### src/rtl/hazard_mdu_if.sv
// Hazard-controller bundle: pipeline register addresses / Tuse / Tnew in, stall + forward selects out.
// Purely combinational wiring; no latency of its own.
// No backpressure: the controller's stall output is the only flow-control signal.
interface hazard_mdu_if;
  // D stage
  logic [4:0] regA1_D;
  logic [4:0] regA2_D;
  logic [1:0] Tuse_rs_D;
  logic [1:0] Tuse_rt_D;
  logic       mduInstr_D;
  // E stage
  logic [4:0] regA1_E;
  logic [4:0] regA2_E;
  logic [4:0] regA3_E;
  logic [2:0] Tnew_E;
  logic       start_E;
  logic       isDiv_E;
  // M stage
  logic [4:0] regA2_M;
  logic [4:0] regA3_M;
  logic [2:0] Tnew_M;
  // W stage
  logic [4:0] regA3_W;
  logic [2:0] Tnew_W;
  // Controller outputs
  logic        stall;
  logic        busy;
  logic [1:0]  regRD1Forward_D;
  logic [1:0]  regRD2Forward_D;
  logic [1:0]  regRD1Forward_E;
  logic [1:0]  regRD2Forward_E;
  logic        regRD2Forward_M;
  logic [31:0] stallCount;

  // Datapath side: drives pipeline state, consumes hazard decisions.
  modport master (
    output regA1_D, regA2_D, Tuse_rs_D, Tuse_rt_D, mduInstr_D,
    output regA1_E, regA2_E, regA3_E, Tnew_E, start_E, isDiv_E,
    output regA2_M, regA3_M, Tnew_M, regA3_W, Tnew_W,
    input  stall, busy, regRD1Forward_D, regRD2Forward_D,
    input  regRD1Forward_E, regRD2Forward_E, regRD2Forward_M, stallCount
  );

  // Controller side.
  modport slave (
    input  regA1_D, regA2_D, Tuse_rs_D, Tuse_rt_D, mduInstr_D,
    input  regA1_E, regA2_E, regA3_E, Tnew_E, start_E, isDiv_E,
    input  regA2_M, regA3_M, Tnew_M, regA3_W, Tnew_W,
    output stall, busy, regRD1Forward_D, regRD2Forward_D,
    output regRD1Forward_E, regRD2Forward_E, regRD2Forward_M, stallCount
  );
endinterface

### src/rtl/hazard_mdu_ctrl.sv
// Hazard controller for the 5-stage MIPS pipe: Tuse/Tnew stall, D/E/M forward selects, MDU busy timer.
// Stall and forward selects are combinational (0 cycles); busy/stallCount are registered.
// Backpressure: asserts stall to freeze PC/IF_ID and bubble ID_EX; never itself stalled.
module hazard_mdu_ctrl #(
  parameter int MULT_CYCLES = 5,
  parameter int DIV_CYCLES  = 10
) (
  input  logic         clk,
  input  logic         reset,
  hazard_mdu_if.slave  hz
);

  localparam logic [3:0] MULT_LD = 4'(MULT_CYCLES);
  localparam logic [3:0] DIV_LD  = 4'(DIV_CYCLES);

  // ---------------------------------------------------------------------------
  // Helpers
  // ---------------------------------------------------------------------------

  // True when a D-stage operand must wait: its producer in E or M will not
  // have the value by the time the consumer reads it. Tuse = 3 means "unused".
  function automatic logic data_hazard(
    input logic [4:0] addr,
    input logic [1:0] tuse,
    input logic [4:0] a3_e,
    input logic [2:0] rem_e,
    input logic [4:0] a3_m,
    input logic [2:0] rem_m
  );
    logic [2:0] tuse_w;
    logic       hit_e;
    logic       hit_m;
    tuse_w = {1'b0, tuse};
    hit_e  = (addr == a3_e) && (rem_e > tuse_w);
    hit_m  = (addr == a3_m) && (rem_m > tuse_w);
    return (addr != 5'd0) && (tuse != 2'd3) && (hit_e || hit_m);
  endfunction

  // D-stage select: nearest ready producer wins; a not-yet-ready match falls
  // through to an older stage (the stall keeps that case from being consumed).
  function automatic logic [1:0] fwd_d(
    input logic [4:0] addr,
    input logic [4:0] a3_e,
    input logic [2:0] tnew_e,
    input logic [4:0] a3_m,
    input logic [2:0] tnew_m,
    input logic [4:0] a3_w
  );
    logic [1:0] sel;
    sel = 2'd0;
    if (addr != 5'd0) begin
      if ((addr == a3_e) && (tnew_e == 3'd0))      sel = 2'd1;
      else if ((addr == a3_m) && (tnew_m <= 3'd1)) sel = 2'd2;
      else if (addr == a3_w)                       sel = 2'd3;
    end
    return sel;
  endfunction

  // E-stage select: M result if ready, else W result, else original.
  function automatic logic [1:0] fwd_e(
    input logic [4:0] addr,
    input logic [4:0] a3_m,
    input logic [2:0] tnew_m,
    input logic [4:0] a3_w
  );
    logic [1:0] sel;
    sel = 2'd0;
    if (addr != 5'd0) begin
      if ((addr == a3_m) && (tnew_m <= 3'd1)) sel = 2'd1;
      else if (addr == a3_w)                  sel = 2'd2;
    end
    return sel;
  endfunction

  // ---------------------------------------------------------------------------
  // State
  // ---------------------------------------------------------------------------
  logic [3:0]  cnt_q, cnt_d;
  logic [31:0] stall_cnt_q, stall_cnt_d;

  logic [2:0]  rem_e;
  logic [2:0]  rem_m;
  logic        stall_rs;
  logic        stall_rt;
  logic        stall_mdu;
  logic        busy_w;
  logic        stall_w;

  // Remaining cycles until each in-flight producer has its result.
  always_comb begin
    rem_e = hz.Tnew_E;
    rem_m = (hz.Tnew_M == 3'd0) ? 3'd0 : (hz.Tnew_M - 3'd1);
  end

  // Stall decision: data hazards on rs/rt plus MDU occupancy; forced low in reset.
  always_comb begin
    busy_w    = (cnt_q != 4'd0);
    stall_rs  = data_hazard(hz.regA1_D, hz.Tuse_rs_D, hz.regA3_E, rem_e, hz.regA3_M, rem_m);
    stall_rt  = data_hazard(hz.regA2_D, hz.Tuse_rt_D, hz.regA3_E, rem_e, hz.regA3_M, rem_m);
    stall_mdu = hz.mduInstr_D && (hz.start_E || busy_w);
    stall_w   = !reset && (stall_rs || stall_rt || stall_mdu);
  end

  // Forward selects for every stage that reads the register file.
  always_comb begin
    hz.regRD1Forward_D = fwd_d(hz.regA1_D, hz.regA3_E, hz.Tnew_E, hz.regA3_M, hz.Tnew_M, hz.regA3_W);
    hz.regRD2Forward_D = fwd_d(hz.regA2_D, hz.regA3_E, hz.Tnew_E, hz.regA3_M, hz.Tnew_M, hz.regA3_W);
    hz.regRD1Forward_E = fwd_e(hz.regA1_E, hz.regA3_M, hz.Tnew_M, hz.regA3_W);
    hz.regRD2Forward_E = fwd_e(hz.regA2_E, hz.regA3_M, hz.Tnew_M, hz.regA3_W);
    // W results are always final, so the store-data mux only needs an address match.
    hz.regRD2Forward_M = (hz.regA2_M != 5'd0) && (hz.regA2_M == hz.regA3_W);
  end

  // MDU countdown next state: a start reloads (even mid-count), otherwise drain to zero.
  always_comb begin
    cnt_d = cnt_q;
    if (hz.start_E)          cnt_d = hz.isDiv_E ? DIV_LD : MULT_LD;
    else if (cnt_q != 4'd0)  cnt_d = cnt_q - 4'd1;
  end

  // Stall-cycle counter next state, saturating at all-ones.
  always_comb begin
    stall_cnt_d = stall_cnt_q;
    if (stall_w && (stall_cnt_q != 32'hFFFF_FFFF)) stall_cnt_d = stall_cnt_q + 32'd1;
  end

  // MDU busy timer register.
  always_ff @(posedge clk) begin
    if (reset) cnt_q <= 4'd0;
    else       cnt_q <= cnt_d;
  end

  // Performance counter register.
  always_ff @(posedge clk) begin
    if (reset) stall_cnt_q <= 32'd0;
    else       stall_cnt_q <= stall_cnt_d;
  end

  // Tnew_W is carried for completeness: a W-stage result is always final.
  logic unused_tnew_w;
  assign unused_tnew_w = ^hz.Tnew_W;

  assign hz.stall      = stall_w;
  assign hz.busy       = busy_w;
  assign hz.stallCount = stall_cnt_q;

endmodule
### src/flat_wrapper.sv
// flat-port wrapper written by rule: the top's interface ports become plain ports
module hazard_mdu_ctrl_flat 
#(
  parameter int MULT_CYCLES = 5,
  parameter int DIV_CYCLES  = 10
)
  (clk, reset, hz_regA1_D, hz_regA2_D, hz_Tuse_rs_D, hz_Tuse_rt_D, hz_mduInstr_D, hz_regA1_E, hz_regA2_E, hz_regA3_E, hz_Tnew_E, hz_start_E, hz_isDiv_E, hz_regA2_M, hz_regA3_M, hz_Tnew_M, hz_regA3_W, hz_Tnew_W, hz_stall, hz_busy, hz_regRD1Forward_D, hz_regRD2Forward_D, hz_regRD1Forward_E, hz_regRD2Forward_E, hz_regRD2Forward_M, hz_stallCount);
  hazard_mdu_if hz_i ();
  input  logic clk;
  input  logic reset;
  input wire logic [$bits(hz_i.regA1_D)-1:0] hz_regA1_D;
  input wire logic [$bits(hz_i.regA2_D)-1:0] hz_regA2_D;
  input wire logic [$bits(hz_i.Tuse_rs_D)-1:0] hz_Tuse_rs_D;
  input wire logic [$bits(hz_i.Tuse_rt_D)-1:0] hz_Tuse_rt_D;
  input wire logic [$bits(hz_i.mduInstr_D)-1:0] hz_mduInstr_D;
  input wire logic [$bits(hz_i.regA1_E)-1:0] hz_regA1_E;
  input wire logic [$bits(hz_i.regA2_E)-1:0] hz_regA2_E;
  input wire logic [$bits(hz_i.regA3_E)-1:0] hz_regA3_E;
  input wire logic [$bits(hz_i.Tnew_E)-1:0] hz_Tnew_E;
  input wire logic [$bits(hz_i.start_E)-1:0] hz_start_E;
  input wire logic [$bits(hz_i.isDiv_E)-1:0] hz_isDiv_E;
  input wire logic [$bits(hz_i.regA2_M)-1:0] hz_regA2_M;
  input wire logic [$bits(hz_i.regA3_M)-1:0] hz_regA3_M;
  input wire logic [$bits(hz_i.Tnew_M)-1:0] hz_Tnew_M;
  input wire logic [$bits(hz_i.regA3_W)-1:0] hz_regA3_W;
  input wire logic [$bits(hz_i.Tnew_W)-1:0] hz_Tnew_W;
  output wire logic [$bits(hz_i.stall)-1:0] hz_stall;
  output wire logic [$bits(hz_i.busy)-1:0] hz_busy;
  output wire logic [$bits(hz_i.regRD1Forward_D)-1:0] hz_regRD1Forward_D;
  output wire logic [$bits(hz_i.regRD2Forward_D)-1:0] hz_regRD2Forward_D;
  output wire logic [$bits(hz_i.regRD1Forward_E)-1:0] hz_regRD1Forward_E;
  output wire logic [$bits(hz_i.regRD2Forward_E)-1:0] hz_regRD2Forward_E;
  output wire logic [$bits(hz_i.regRD2Forward_M)-1:0] hz_regRD2Forward_M;
  output wire logic [$bits(hz_i.stallCount)-1:0] hz_stallCount;
  assign hz_i.regA1_D = hz_regA1_D;
  assign hz_i.regA2_D = hz_regA2_D;
  assign hz_i.Tuse_rs_D = hz_Tuse_rs_D;
  assign hz_i.Tuse_rt_D = hz_Tuse_rt_D;
  assign hz_i.mduInstr_D = hz_mduInstr_D;
  assign hz_i.regA1_E = hz_regA1_E;
  assign hz_i.regA2_E = hz_regA2_E;
  assign hz_i.regA3_E = hz_regA3_E;
  assign hz_i.Tnew_E = hz_Tnew_E;
  assign hz_i.start_E = hz_start_E;
  assign hz_i.isDiv_E = hz_isDiv_E;
  assign hz_i.regA2_M = hz_regA2_M;
  assign hz_i.regA3_M = hz_regA3_M;
  assign hz_i.Tnew_M = hz_Tnew_M;
  assign hz_i.regA3_W = hz_regA3_W;
  assign hz_i.Tnew_W = hz_Tnew_W;
  assign hz_stall = hz_i.stall;
  assign hz_busy = hz_i.busy;
  assign hz_regRD1Forward_D = hz_i.regRD1Forward_D;
  assign hz_regRD2Forward_D = hz_i.regRD2Forward_D;
  assign hz_regRD1Forward_E = hz_i.regRD1Forward_E;
  assign hz_regRD2Forward_E = hz_i.regRD2Forward_E;
  assign hz_regRD2Forward_M = hz_i.regRD2Forward_M;
  assign hz_stallCount = hz_i.stallCount;
  hazard_mdu_ctrl #(.MULT_CYCLES(MULT_CYCLES), .DIV_CYCLES(DIV_CYCLES)) u_core (.clk(clk), .reset(reset), .hz(hz_i));
endmodule
### config.mk
export PLATFORM = sky130hd
export DESIGN_NAME = hazard_mdu_ctrl_flat
export DESIGN_NICKNAME = d
export VERILOG_FILES = /design/src/rtl/hazard_mdu_if.sv /design/src/rtl/hazard_mdu_ctrl.sv /design/src/flat_wrapper.sv
export SDC_FILE = /design/constraint.sdc
export NUM_CORES = 1
export LEC_CHECK = 0
export CORE_MARGIN = 3
export CORE_UTILIZATION = 38
export CTS_CLUSTER_SIZE = 24
export DETAILED_ROUTE_END_ITERATION = 8
export PLACE_DENSITY = 0.8
export SLEW_MARGIN = 20
export SYNTH_ARGS = -nofsm -noshare
export SYNTH_HDL_FRONTEND = slang
export SYNTH_SLANG_ARGS = --single-unit
### constraint.sdc
create_clock -name clk -period 3.6 [get_ports clk]
set_input_delay 0.72 -clock clk [delete_from_list [all_inputs] [get_ports clk]]
set_output_delay 0.72 -clock clk [all_outputs]
set_load 0.02 [all_outputs]
* Word level (Yosys, flattened, before mapping)
Cells that the tools add are included.
** Word-level totals
- Register bits :: 36
- Input port bits :: 58
- Word-level logic and storage cells :: 75
- Output and inout bits :: 43
** Cells by class
- Eq/ne operators :: 14
- Multiplexer cells :: 18
- Reduce and logical (&&, ||, !) cells :: 33
- $lt $le $gt $ge :: 5
- Add/sub/neg operators :: 3
** Operators with widths (number)
- 5-bit == test :: 11
- 32-bit by 1-bit adder with 32-bit output, second input constant :: 1
- 32-bit inequality test, second input constant :: 1
- 2-bit two-way mux :: 14
- 5-bit nonzero test :: 5
- 1-bit logical AND :: 18
- 3-bit by 2-bit greater-than comparator with 1-bit output :: 4
- 4-bit two-way mux :: 3
- 3-bit logical NOT :: 2
- 1-bit logical OR :: 5
- 2-bit inequality test, second input constant :: 2
- 4-bit nonzero test :: 1
- 4-bit by 1-bit subtractor with 4-bit output, second input constant :: 1
- 3-bit by 1-bit <= comparator with 1-bit output, second input constant :: 1
- 3-bit two-way mux :: 1
- 3-bit by 1-bit subtractor with 3-bit output, second input constant :: 1
- 2-bit nonzero test :: 1
- 1-bit logical NOT :: 1

* Logic depth before layout (Yosys ltp)
- Word-level depth :: 10
- Mapped depth :: 13
- Mapped depth without buffers :: 11

* Least setup slack after synthesis
Ideal clock, no wire load.
- Kind :: input port to output port
- Start point :: input hz_Tnew_M[2]
- End point :: output hz_stall
- Data arrival time :: 2852 ps
- Buffers on the path :: 2
- Stages :: 12
- Setup slack :: 28 ps
- Data required time :: 2880 ps
- Cells stage by stage :: inv_1 ha_1 or2_2 ha_1 nor2b_1 a2bb2oi_1 o211ai_1 a221o_1 and3_4 buf_2 clkbuf_1 nor2_1
** On the way
- Longest elaborated chain between the ends :: 9
- Elaborated cells on any way between the ends :: 14
- Classes of those cells :: 1 x add/sub; 2 x order compare; 1 x mux; 10 x reduce/logical
** RTL lines
- start: declaration :: RTL line flat_wrapper.sv:24 : input wire logic [$bits(hz_i.Tnew_M)-1:0] hz_Tnew_M;
- 3-bit by 1-bit subtractor with 3-bit output / 3-bit logical NOT (equally long branches) :: RTL line hazard_mdu_ctrl.sv:92 : rem_m = (hz.Tnew_M == 3'd0) ? 3'd0 : (hz.Tnew_M - 3'd1);
- 3-bit two-way mux * :: RTL line hazard_mdu_ctrl.sv:92
- 3-bit by 2-bit greater-than comparator with 1-bit output :: RTL line hazard_mdu_ctrl.sv:35 : hit_m = (addr == a3_m) && (rem_m > tuse_w);
- 1-bit logical AND :: RTL line hazard_mdu_ctrl.sv:35
- 1-bit logical OR :: RTL line hazard_mdu_ctrl.sv:36 : return (addr != 5'd0) && (tuse != 2'd3) && (hit_e || hit_m);
- 1-bit logical AND :: RTL line hazard_mdu_ctrl.sv:36
- 1-bit logical OR * (2 in series) :: RTL line hazard_mdu_ctrl.sv:101 : stall_w = !reset && (stall_rs || stall_rt || stall_mdu);
- 1-bit logical AND * :: RTL line hazard_mdu_ctrl.sv:101
- end: declaration :: RTL line flat_wrapper.sv:27 : output wire logic [$bits(hz_i.stall)-1:0] hz_stall;
Mark *: on every way between the ends. The rest lies on a longest branch, timed or not.

* Worst setup path in the final report
- Start point :: input hz_regA3_M[2]
- End point :: output hz_regRD1Forward_E[1]
** On the way
- Longest elaborated chain between the ends :: 4
** RTL lines
- start: declaration :: RTL line flat_wrapper.sv:23 : input wire logic [$bits(hz_i.regA3_M)-1:0] hz_regA3_M;
- 5-bit == test :: RTL line hazard_mdu_ctrl.sv:69 : if ((addr == a3_m) && (tnew_m <= 3'd1)) sel = 2'd1;
- 1-bit logical AND :: RTL line hazard_mdu_ctrl.sv:69
- 2-bit two-way mux :: RTL line hazard_mdu_ctrl.sv:69
- 2-bit two-way mux :: RTL line hazard_mdu_ctrl.sv:68 : if (addr != 5'd0) begin
- end: declaration :: RTL line flat_wrapper.sv:31 : output wire logic [$bits(hz_i.regRD1Forward_E)-1:0] hz_regRD1Forward_E;
No other way between the ends.

==> out/summary.txt <==
Hold Violations, Final - 0
WL final - 8844 um
CTS Hold Bufs - 0
Area Overhead vs Synth - 49.48%
Core Area - 7447 um2
DIE AREA - 9001 um2
HP Start - u_core.hz.stallCount[4]$_SDFFE_PP0P_
Placer Congestion - 0.8564
Clock Skew - 0.006460 ns
met3 Use GR - 3.426%
WHS - 0.5018 ns
Final Power - 1.051 mW
crit start category - primary input
dominant cells by area after synthesis - dfxtp_1, xor2_1, xnor2_1
worst slew pin tran - 0.5598 ns
Flop pwr share - 39.5%
height of the die - 94.88 um
most instantiated library cell after synthesis - dfxtp_1
fin crit share - 95.85%
Fillers - 660
reg2reg path depth - 7
Gate power share - 32.0%
flops & latches, synth - 36
CP required - 2.88 ns
Synth Instances - 386
H-tree level count - 2
Yosys top cell by area - dfxtp_1
Peak VDD IR - 0.1235 mV
TritonCTS Buffers - 5
clock power share - 28.5%
port bufs - 97
Detailed Route Iter0 Violations - 119
Avg Cell Area, Syn - 7.776 um2
crit path max fanout - 3
row count - 31
Most Crowded Layer GR - met2
YS warnings - 0
Synth cell types - 45
GR Util All Layers - 20.36%
Critical R2R Capture - u_core.hz.stallCount[9]$_SDFFE_PP0P_
post-layout util - 60.25%
via count - 3345
drc violations - 0
CTS max path bufs - 2
first-pass GRT wire length - 15040 um
PD cells - 234.2 nW/um2
crit path kind - primary input to output port
post-placement cell count - 605
Synthesized Nets - 457
GR met1 Demand/Resource - 26.69%
minimum clock period - 3.451 ns
Die X - 94.88 um
synth cell count leaders - dfxtp_1, nor2_1, a21oi_1
final setup fails - 0
Slew Viols, Final - 0
clock sink count - 36
f_max - 289.8 MHz
Final ANT Viol Nets - 0
CP Data Arrival Time - 2.73 ns
M2 GR Usage - 34.53%
hold path depth - 2
Vias/cell - 5.457
status - completed
Max Cap Violations - 0
Post-Syn Area - 3002 um2
number of I/O pins - 101
asr flop ratio synth - 0%
vias in the first global route - 3210
Worst R2R Start - u_core.hz.stallCount[24]$_SDFFE_PP0P_
nets - 584
share of layout cells above drive strength 1 - 12.45%
sw power - 316.1 uW
non-filler cells in the finished layout - 613
drt wl/cell - 14.43 um
initial antenna violation count - 0
Hold EP - u_core.hz.stallCount[4]$_SDFFE_PP0P_
drt first pass iters - 4
relative slew slack - 62.39%
Crit. End Element - output port
Clock Latency Late Sink - 0.29 ns
detailed placer's ending HPWL - 7017 um
RSZ-0062 raised after global routing - no
cell-internal power - 734.6 uW
EDFF count, synth - 0
worst min-delay path class - flop to flop
pin count of the biggest net entering global routing - 58
CTS root buf - clkbuf_8
sequential element share of the synthesized area - 24.01%
clock-pin transition on the worst setup and hold timing paths - 0.07 ns
CTS tree - yes
Reg2Reg Setup Slack - 1.16 ns
total congestion overflow - 0
top_reg_cell synth - dfxtp_1
switching part of the total - 30.08%
leak pwr - 1.757 nW
Yosys top cell area share - 24.01%
initial core utilization - 40.31%
Antenna Cells - 0
-- critical path, cell delays in order --
cell             delay [ns]
clkdlybuf4s50_1        0.52
buf_4                  0.20
xor2_1                 0.15
nor4_1                 0.29
nand3_1                0.15
nand4_1                0.12
nor2_1                 0.05
clkdlybuf4s50_1        0.53
-- sequential cells by signal, summed over array words and instances (netlist names) --
| register | flops |
|---|---|
| u_core.hz.stallCount | 32 |
| u_core.cnt_q | 4 |
-- per-layer routing --
layer / part of all wire (%) / vias to the layer above
li1: - / 1687
met5: 0 / -
met1: 44 / 1514
met3: 6.5 / 18
met4: 1.9 / 0
met2: 48 / 126
-- cells by family (layout without fill, tap and decap cells) --
logic type                 Yosys count  after routing  synth area share (%)
xor gates and xnor gates            55             55                 16.05
muxes                                7              7                 2.626
DFF                                 36             36                 24.01
and+or+nand+nor                    166            166                 30.60
buffers and inverters               32            160                 4.627
AOI/OAI and AO/OA                   77             77                 16.67
adders and majority gates           13             13                 5.419
-- area by class of cell --
| class | count | area (um2) | share of cell area, % |
|---|---|---|---|
| multi-input combinational | 318 | 2190 | 48.80 |
| timing repair buffer | 141 | 1321 | 29.45 |
| sequential | 36 | 720.7 | 16.06 |
| tap | 99 | 123.9 | 2.761 |
| clock buffer | 8 | 90.09 | 2.008 |
| inverter | 11 | 41.29 | 0.9202 |
-- placed cells by master (no fill, tap or decap), types with 17 or more instances in the layout --
master           instances
dfxtp_1                 36
a21oi_1                 30
clkdlybuf4s50_1         81
nand3_1                 18
nor2_1                  31
buf_4                   44
nand2_1                 20
xor2_1                  28
or4_1                   22
xnor2_1                 27
o31ai_1                 17
-- through the flow --
stage,worst slack [ns],setup TNS (ns),area [um2]
detailed placement,-0.6996,-9.260,4329
global placement,-0.5877,-5.011,4329
global route,0.01291,0,4487
finish,0.1495,0,4487
CTS,-0.04012,-0.04012,4433
floorplan,0.02825,0,3002
-- power groups by stage --
stage	Clock (mW)	Sequential [mW]	Combinational, mW
floorplan	0	0.425	0.168
global placement	0	0.423	0.319
detailed placement	0	0.424	0.330
CTS	0.302	0.415	0.334
global route	0.316	0.416	0.369
finish	0.299	0.415	0.336
-- timing repair --
action | CTS | global route
pin swaps | 3 | 2
resized for setup | 17 | 16
buffers inserted | 0 | 0
cloned | 0 | 0
endpoints found under the setup margin | 12 | 23
-- worst max path at each step --
stage,startpoint,endpoint
final,hz_regA3_M[2],hz_regRD1Forward_E[1]
after CTS,hz_Tuse_rs_D[1],hz_stall
after floorplan,hz_Tnew_M[2],hz_stall
after global placement,hz_Tnew_M[2],hz_stall
after global routing,hz_Tnew_M[2],hz_stall
after detailed placement,hz_Tnew_M[2],hz_stall
(Power assumes the default switching activity.)
